### src/rtl/mxint8_negate_seq.sv
// MXINT8 block negation, LANES elements per cycle over NBEATS cycles.
// Ready/valid handshake on both sides; one block is in flight at a time.
module mxint8_negate_seq #(
  parameter int unsigned BLOCK_SIZE = 32,
  parameter int unsigned LANES      = 4
) (
  input  logic                          clk,
  input  logic                          rst_n,
  input  logic                          in_valid,
  output logic                          in_ready,
  input  logic [7:0]                    in_scale,
  input  logic [BLOCK_SIZE*8-1:0]       in_elements,
  output logic                          out_valid,
  input  logic                          out_ready,
  output logic [7:0]                    out_scale,
  output logic [BLOCK_SIZE*8-1:0]       out_elements,
  output logic [$clog2(BLOCK_SIZE):0]   out_zero_num,
  output logic                          out_is_nan,
  output logic                          out_sat,
  output logic                          busy
);

  localparam int unsigned NBEATS    = BLOCK_SIZE / LANES;
  localparam int unsigned ZW        = $clog2(BLOCK_SIZE) + 1;
  localparam int unsigned BW        = (NBEATS > 1) ? $clog2(NBEATS) : 1;
  localparam int unsigned IW        = (BLOCK_SIZE > 1) ? $clog2(BLOCK_SIZE) : 1;
  localparam logic [7:0]  NAN_SCALE = 8'hFF;
  localparam logic [7:0]  MIN_VAL   = 8'h80;
  localparam logic [7:0]  MAX_VAL   = 8'h7F;

  typedef enum logic [1:0] {
    IDLE,
    PROC,
    DONE
  } state_t;

  state_t                     state_q, state_d;
  logic [BW-1:0]              beat_q, beat_d;
  logic [7:0]                 scale_q, scale_d;
  logic [BLOCK_SIZE-1:0][7:0] elem_q, elem_d;
  logic [ZW-1:0]              zero_q, zero_d;
  logic                       sat_q, sat_d;

  logic                       is_nan;
  logic [IW-1:0]              idx;
  logic [7:0]                 x;
  logic [7:0]                 r;
  logic [ZW-1:0]              beat_zeros;
  logic                       beat_sat;

  assign is_nan       = (scale_q == NAN_SCALE);
  assign in_ready     = (state_q == IDLE);
  assign busy         = (state_q != IDLE);
  assign out_valid    = (state_q == DONE);
  assign out_scale    = scale_q;
  assign out_elements = elem_q;
  assign out_zero_num = zero_q;
  assign out_is_nan   = is_nan;
  assign out_sat      = sat_q;

  // Next-state logic: accept in IDLE, negate one beat per PROC cycle in place, hold in DONE.
  // The latched input buffer doubles as the result buffer; each beat overwrites its own lanes.
  always_comb begin
    state_d    = state_q;
    beat_d     = beat_q;
    scale_d    = scale_q;
    elem_d     = elem_q;
    zero_d     = zero_q;
    sat_d      = sat_q;
    beat_zeros = '0;
    beat_sat   = 1'b0;
    idx        = '0;
    x          = '0;
    r          = '0;
    unique case (state_q)
      IDLE: begin
        if (in_valid) begin
          scale_d = in_scale;
          elem_d  = in_elements;
          beat_d  = '0;
          zero_d  = '0;
          sat_d   = 1'b0;
          state_d = PROC;
        end
      end
      PROC: begin
        for (int unsigned l = 0; l < LANES; l++) begin
          idx = IW'(32'(beat_q) * LANES + l);
          x   = elem_q[idx];
          if (is_nan) begin
            r = '0;
          end else if (x == MIN_VAL) begin
            r        = MAX_VAL;
            beat_sat = 1'b1;
          end else begin
            r = ~x + 8'd1;
          end
          elem_d[idx] = r;
          if (r == '0) begin
            beat_zeros = beat_zeros + ZW'(1);
          end
        end
        zero_d = zero_q + beat_zeros;
        sat_d  = sat_q | beat_sat;
        beat_d = beat_q + BW'(1);
        if (beat_q == BW'(NBEATS - 1)) begin
          state_d = DONE;
        end
      end
      DONE: begin
        if (out_ready) begin
          state_d = IDLE;
        end
      end
      default: state_d = IDLE;
    endcase
  end

  // State and datapath registers; asynchronous reset clears everything.
  always_ff @(posedge clk or negedge rst_n) begin
    if (!rst_n) begin
      state_q <= IDLE;
      beat_q  <= '0;
      scale_q <= '0;
      elem_q  <= '0;
      zero_q  <= '0;
      sat_q   <= 1'b0;
    end else begin
      state_q <= state_d;
      beat_q  <= beat_d;
      scale_q <= scale_d;
      elem_q  <= elem_d;
      zero_q  <= zero_d;
      sat_q   <= sat_d;
    end
  end

endmodule
### config.mk
export PLATFORM = sky130hd
export DESIGN_NAME = mxint8_negate_seq
export DESIGN_NICKNAME = d
export VERILOG_FILES = /design/src/rtl/mxint8_negate_seq.sv
export SDC_FILE = /design/constraint.sdc
export NUM_CORES = 1
export LEC_CHECK = 0
export CORE_AREA = 2 2 213 215
export CTS_CLUSTER_SIZE = 25
export DETAILED_ROUTE_END_ITERATION = 10
export DIE_AREA = 0 0 215 217
export SYNTH_ARGS = -nofsm -noshare
export SYNTH_HDL_FRONTEND = slang
export SYNTH_SLANG_ARGS = --single-unit
### constraint.sdc
create_clock -name clk -period 16.7 [get_ports clk]
set_input_delay 3.34 -clock clk [delete_from_list [all_inputs] [get_ports clk]]
set_output_delay 3.34 -clock clk [all_outputs]
set_load 0.02 [all_outputs]
==> flow_summary.json, run 1 <==
{
  "clockRootBuffer": "clkbuf_16",
  "status": "finished, final reports clean",
  "worst_setup_path_start_kind": "register",
  "track_usage_pct": 33.6,
  "rsz0062_at_grt": "no",
  "dp.final_hpwl_um": 57900,
  "synth_top_family_by_area": "compound AO/OA/AOI/OAI gates",
  "fp-row-count": 78,
  "slowest_stage": "dfrtp_4",
  "synth.most_common_cell": "nand2_1",
  "ctsResizeCount": 0,
  "antenna_found_initial": 4,
  "synthMuxAreaShare_pct": 9.89,
  "synth_xor_area_share_pct": 0.956,
  "synth_common_cells": "350 x nand2_1, 276 x dfrtp_1, 162 x o21ai_0",
  "avgSynthCellArea_um2": 9.27,
  "max_cap_violations": 0,
  "die_h_um": 217,
  "worst-setup-path-type": "reg -> reg",
  "slew_headroom_pct": 18.0,
  "cts_hold_buffers": 0,
  "nNetsFinal": 2442,
  "grt_max_degree": 101,
  "cts_buffers": 35,
  "yosysWarnings": 0,
  "area_delta_synth_final_pct": 44.3,
  "wl_per_cell_um": 28.9,
  "cp.buffers_inverters": 2,
  "seq_area_frac_synth_pct": 44.3,
  "cts_tree": "done",
  "cp_common_cell": "ha_1",
  "endpoint": "out_zero_num[5]$_DFFE_PN0P_",
  "crit_fanout": 43,
  "gp_congestion": 0.901,
  "syn_nets": 1963,
  "tns_ns": 0,
  "report.final.setup_viol": 0,
  "fin_area_um2": 22500,
  "cts_sinks": 276,
  "drt_pass1_iterations": 7,
  "dieArea_um2": 46700,
  "powerDensity_nw_per_um2": 279,
  "yosys.area.top_type_share_pct": 44.3,
  "synth_edf_count": 0,
  "drv_slew": 0,
  "finalNonFillerCells": 2783,
  "cp_cell_sequence": "buf_4, inv_1, a221oi_1, o21a_1, ha_1, o2111a_1, nand2_1, or2_1, a21oi_1, nor3_1, nand4b_1, ha_1, xnor2_1, ha_1, mux2_4, ha_1, a21o_1, a21oi_1, nor2b_1, o211ai_1, nand3_1, o21ai_0",
  "timing.final.crit_share_pct": 43.6,
  "grt_overflow": 0,
  "hold_path_class": "reg -> reg",
  "synthArstFlopShare_pct": 100,
  "synthDistinctLibCells": 93,
  "rr_endpoint": "out_zero_num[5]$_DFFE_PN0P_",
  "routed_wl_um": 80400,
  "dp_cells": 2723,
  "core-area_um2": 44700,
  "die_x_um": 215,
  "ir_drop_v": 0.000150,
  "fill_cells": 4249,
  "cts_buffer_depth": 3,
  "num_vias": 16400,
  "synth-compound-area-share_pct": 22.4,
  "fmax_ghz": 0.137,
  "drt-initial-drc-count": 1655,
  "ctsHtreeMaxLevel": 2,
  "ys_ff_latch": 276,
  "clock_latency_ns": 0.54,
  "synth_area_leaders": "dfrtp_1 44%, nand2_1 8.4%, a22oi_1 6.3%, o21ai_0 5.2%, a21oi_1 4.1%",
  "postCtsSetupRepairBufs": 0,
  "tightest_slew_ns": 1.23,
  "cpLargestDelayFamily": "compound AO/OA/AOI/OAI gates",
  "io_pins": 543,
  "grt_pass1_vias": 16300,
  "leakage_nw": 9.36,
  "critPathRequiredTime_ns": 17.16,
  "viasPerCell": 5.91,
  "fin_total_pwr_w": 0.00628,
  "slowest_delay_ns": 0.90,
  "portBuffers": 542,
  "finalHoldViolCount": 0,
  "antenna_left": 0,
  "min_period_ns": 7.28,
  "worstSetupPathDepth": 22,
  "syn-cell-area_um2": 15600,
  "dpl-instance-area_um2": 21400,
  "synthSimpleGateAreaFrac_pct": 16.5,
  "worstSetupEndpointType": "register",
  "synth_fa_ha_area_share_pct": 1.17,
  "drc": 0,
  "cp.arrival_ns": 7.74,
  "crit_start": "beat_q[1]$_DFFE_PN0P_",
  "final_util_pct": 50.3,
  "grt_pass1_wl_um": 116000,
  "skew_ns": 0.0228,
  "drive_above_1_share_pct": 8.26,
  "r2r_slack_ns": 9.42,
  "r2r.worst_path.cells": 22,
  "synth_flop_cell": "dfrtp_1",
  "clk_pin_slew_ns": 0.06,
  "synthCells": 1681,
  "start_util_pct": 34.9,
  "synth_top_cell_by_area": "dfrtp_1",
  "r2r-start": "beat_q[1]$_DFFE_PN0P_"
}
==> cell type report <==
type	count	area, um^2	share of cell area (%)
tap	600	751	3.34
multi-input combinational	1263	8020	35.6
antenna	3	7.51	0.0334
sequential	276	6920	30.7
inverter	15	56.3	0.250
clock inverter	5	77.6	0.345
timing repair buffer	569	5630	25.0
clock buffer	52	1030	4.59
==> sequential cells by signal, summed over array words and instances, names as in the netlist <==
register,count
state_q,2
out_scale,8
out_elements,256
beat_q,3
out_sat,1
out_zero_num,6
==> per-layer routing <==
metal  vias up  global-route usage [%]  share of wire [%]
met2       986                    55.7                 48
met1      8244                    43.8                 40
met3       150                    7.32                8.8
li1       7052                       -                  -
met5         -                       0              0.016
met4         2                    11.2                3.2
==> cells in the final DEF, fill, tap and decap left out, types with 18 or more instances in the layout <==
cell type	Yosys	routed
dfrtp_1	276	273
a21oi_1	128	128
clkdlybuf4s50_1	0	541
nor2_1	139	133
mux2i_1	41	41
buf_4	7	27
nand3_1	18	18
clkbuf_16	0	37
nand2_1	350	346
o21ai_0	162	162
a22oi_1	131	131
mux4_2	26	26
==> kinds of logic (layout without fill, tap and decap cells) <==
family          after synthesis  in the layout
flops                       276            276
buf+inv                     142            641
other cells                   1              4
simple gates                592            592
xor+xnor                     17             17
fa+ha+maj                    14             14
compound gates              541            541
mux                          98             98
==> worst min-delay path by stage <==
stage	from	endpoint	slack (ns)	depth (start not counted)
finish	out_zero_num[5]$_DFFE_PN0P_	out_zero_num[5]$_DFFE_PN0P_	0.51	1
global route	out_zero_num[5]$_DFFE_PN0P_	out_zero_num[5]$_DFFE_PN0P_	0.52	1
CTS	out_zero_num[5]$_DFFE_PN0P_	out_zero_num[5]$_DFFE_PN0P_	0.50	1
detailed placement	out_zero_num[5]$_DFFE_PN0P_	out_zero_num[5]$_DFFE_PN0P_	0.50	1
global placement	out_scale[2]$_DFFE_PN0P_	out_scale[2]$_DFFE_PN0P_	0.49	2
floorplan	beat_q[0]$_DFFE_PN0P_	beat_q[1]$_DFFE_PN0P_	0.56	3
==> stage by stage <==
stage	hold slack, ns	worst slack (ns)
finish	0.508	9.42
global route	0.524	9.05
CTS	0.503	9.52
detailed placement	0.497	9.53
global placement	0.486	9.58
floorplan	0.565	11.37
==> where the power goes <==
group          internal [W]  switching (W)  total [W]  leakage (nW)
combinational       0.00149        0.00259    0.00407          5.51
clock              0.000455       0.000303   0.000758         0.540
sequential          0.00102       0.000430    0.00145          3.31
total               0.00296        0.00332    0.00628          9.36
No activity file was read; power rests on OpenSTA's default activity.
==> inputs of run 2 (changes only) <==
Clock period 16.7 ns to 7.2 ns, I/O delays scaled along.
==> run 2 against run 1 <==
  * Non-clock buffer count rose by 9
  * Cell count rose by 0.32%
  * Via count rose by 0.32%
  * Global-route usage rose by 0.59 points
  * Largest cell class unchanged
  * Largest power group unchanged
==> flow_summary.json, run 2 (synthesized netlist as in run 1, its figures left out) <==
{
  "status": "finished, final reports clean",
  "ctsHtreeMaxLevel": 1,
  "drive_above_1_share_pct": 8.54,
  "timing.final.crit_share_pct": 86.3,
  "ir_drop_v": 0.000308,
  "slowest_stage": "dfrtp_2",
  "final_cell_mix": "541 x clkdlybuf4s50_1, 346 x nand2_1, 273 x dfrtp_1, 162 x o21ai_0, 133 x nor2_1",
  "drc": 0,
  "cts_buffers": 31,
  "drt-initial-drc-count": 1918,
  "core-area_um2": 44700,
  "fin_area_um2": 22500,
  "cts_tree": "done",
  "cts_sinks": 276,
  "p_sw_share_pct": 53.3,
  "report.final.setup_viol": 0,
  "ff_latch_area_um2": 6920,
  "critPathRequiredTime_ns": 7.70,
  "die_h_um": 217,
  "grt_pass1_vias": 16400,
  "cts_hold_buffers": 0,
  "clock_latency_ns": 0.59,
  "fp-row-count": 78,
  "antenna_found_initial": 4,
  "ctsResizeCount": 0,
  "combinationalPowerShare_pct": 65.1,
  "portBuffers": 542,
  "worst_setup_path_start_kind": "register",
  "rsz0062_at_grt": "no",
  "grt_overflow": 0,
  "start_util_pct": 34.9,
  "dp_slack_ns": 1.06,
  "min_period_ns": 6.21,
  "worstSetupEndpointType": "register",
  "clockPowerShare_pct": 10.8,
  "p_sw_w": 0.00773,
  "layout_setup_ws_ns": 0.988,
  "largest_reg_flops": 256,
  "clk_pin_slew_ns": 0.06,
  "fill_cells": 4264,
  "seqPwrFrac_pct": 24.1,
  "slowest_delay_ns": 0.74,
  "routed_wl_um": 82100,
  "drv_slew": 0,
  "num_vias": 16500,
  "fin_hold_ws_ns": 0.509,
  "fmax_ghz": 0.161,
  "powerDensity_nw_per_um2": 646,
  "finalHoldViolCount": 0,
  "track_usage_pct": 34.2,
  "grt_max_degree": 146,
  "io_pins": 543,
  "postCtsSetupRepairBufs": 0,
  "gp_congestion": 0.954,
  "grt_pass1_wl_um": 118000,
  "clockRootBuffer": "clkbuf_16",
  "multi_input_area_um2": 8020,
  "cp.arrival_ns": 6.71,
  "dieArea_um2": 46700,
  "die_x_um": 215,
  "cp_common_cell": "ha_1",
  "crit_fanout": 24,
  "dpl-instance-area_um2": 21500,
  "cp_cell_sequence": "nor2b_1, o2bb2ai_1, a211o_1, inv_1, ha_1, nand2_1, nor4_4, nand3_2, a21oi_1, buf_4, or3_1, or4_1, ha_1, xnor2_1, ha_1, mux2_4, ha_1, a21o_1, a21oi_1, nor2b_1, o211ai_1, nand3_1, o21ai_0",
  "tns_ns": 0,
  "antenna_left": 0,
  "hold_path_class": "reg -> reg",
  "tightest_slew_ns": 1.26,
  "wl_per_cell_um": 29.4,
  "layout_commonest_cell": "clkdlybuf4s50_1",
  "finalNonFillerCells": 2792,
  "leakage_nw": 9.36,
  "max_cap_violations": 0,
  "dp_cells": 2732,
  "slew_headroom_pct": 15.8,
  "worst-setup-path-type": "reg -> reg",
  "area_delta_synth_final_pct": 44.1,
  "drt_pass1_iterations": 6,
  "dp.final_hpwl_um": 60200,
  "skew_ns": 0.0141,
  "nNetsFinal": 2447,
  "cts_buffer_depth": 3,
  "internal_power_w": 0.00678,
  "viasPerCell": 5.90
}
run 2: path summary, 6_finish.rpt:
check | cells after the start | startpoint | slack, ns | end
hold / removal | 2 | out_scale[2]$_DFFE_PN0P_ | 0.51 | out_scale[2]$_DFFE_PN0P_
max in group asynchronous | 2 | rst_n | 4.92 | beat_q[2]$_DFFE_PN0P_
setup / recovery | 23 | beat_q[0]$_DFFE_PN0P_ | 0.99 | out_zero_num[5]$_DFFE_PN0P_
min in group asynchronous | 1 | rst_n | 0.85 | out_elements[159]$_DFFE_PN0P_
setup reg to reg | 23 | beat_q[0]$_DFFE_PN0P_ | 0.99 | out_zero_num[5]$_DFFE_PN0P_
hold reg to reg | 2 | out_scale[2]$_DFFE_PN0P_ | 0.51 | out_scale[2]$_DFFE_PN0P_
run 2: final cells by class:
type,count,area share [%]
Inverter,15,0.251
Multi-Input combinational cell,1263,35.7
Tap cell,600,3.34
Timing Repair Buffer,578,25.5
Sequential cell,276,30.8
Clock inverter,7,0.284
Clock buffer,50,4.08
Antenna cell,3,0.0334
run 2: power groups by stage:
stage	Clock [W]	Combinational, W	Sequential, W
6_report	0.00157	0.00945	0.00349
5_1_grt	0.00165	0.00998	0.00355
4_1_cts	0.00158	0.00937	0.00346
3_5_place_dp	0	0.00932	0.00347
3_3_place_gp	0	0.00920	0.00350
2_1_floorplan	0	0.00445	0.00381
run 2: metrics by stage:
step	utilization (%)	power, W
6_report	50.2	0.0145
5_1_grt	50.2	0.0152
4_1_cts	50.2	0.0144
3_5_place_dp	48.0	0.0128
3_3_place_gp	48.0	0.0127
2_1_floorplan	-	0.00826
run 2: worst max-delay path, delay by kind of cell, from the launching register on:
family,cells,cell delay (ns)
buffers and inverters,2,0.28
adders and majority gates,4,1.13
AOI/OAI and AO/OA,7,1.22
and+or+nand+nor,8,2.17
muxes,1,0.29
DFF,1,0.74
xor gates and xnor gates,1,0.27
run 2: metal layers:
layer	vias to the layer above	track usage (%)	wire length [um]
met1	8324	45.3	32600
met5	-	0	0
met4	0	12.8	3150
met2	949	55.9	38700
met3	148	6.47	7660
li1	7065	-	-
==> inputs of run 3 (changes only) <==
Settings changed: SLEW_MARGIN from default to 10.
==> results of run 3 <==
The final DEF is identical to that of run 2; final timing and power are the same.
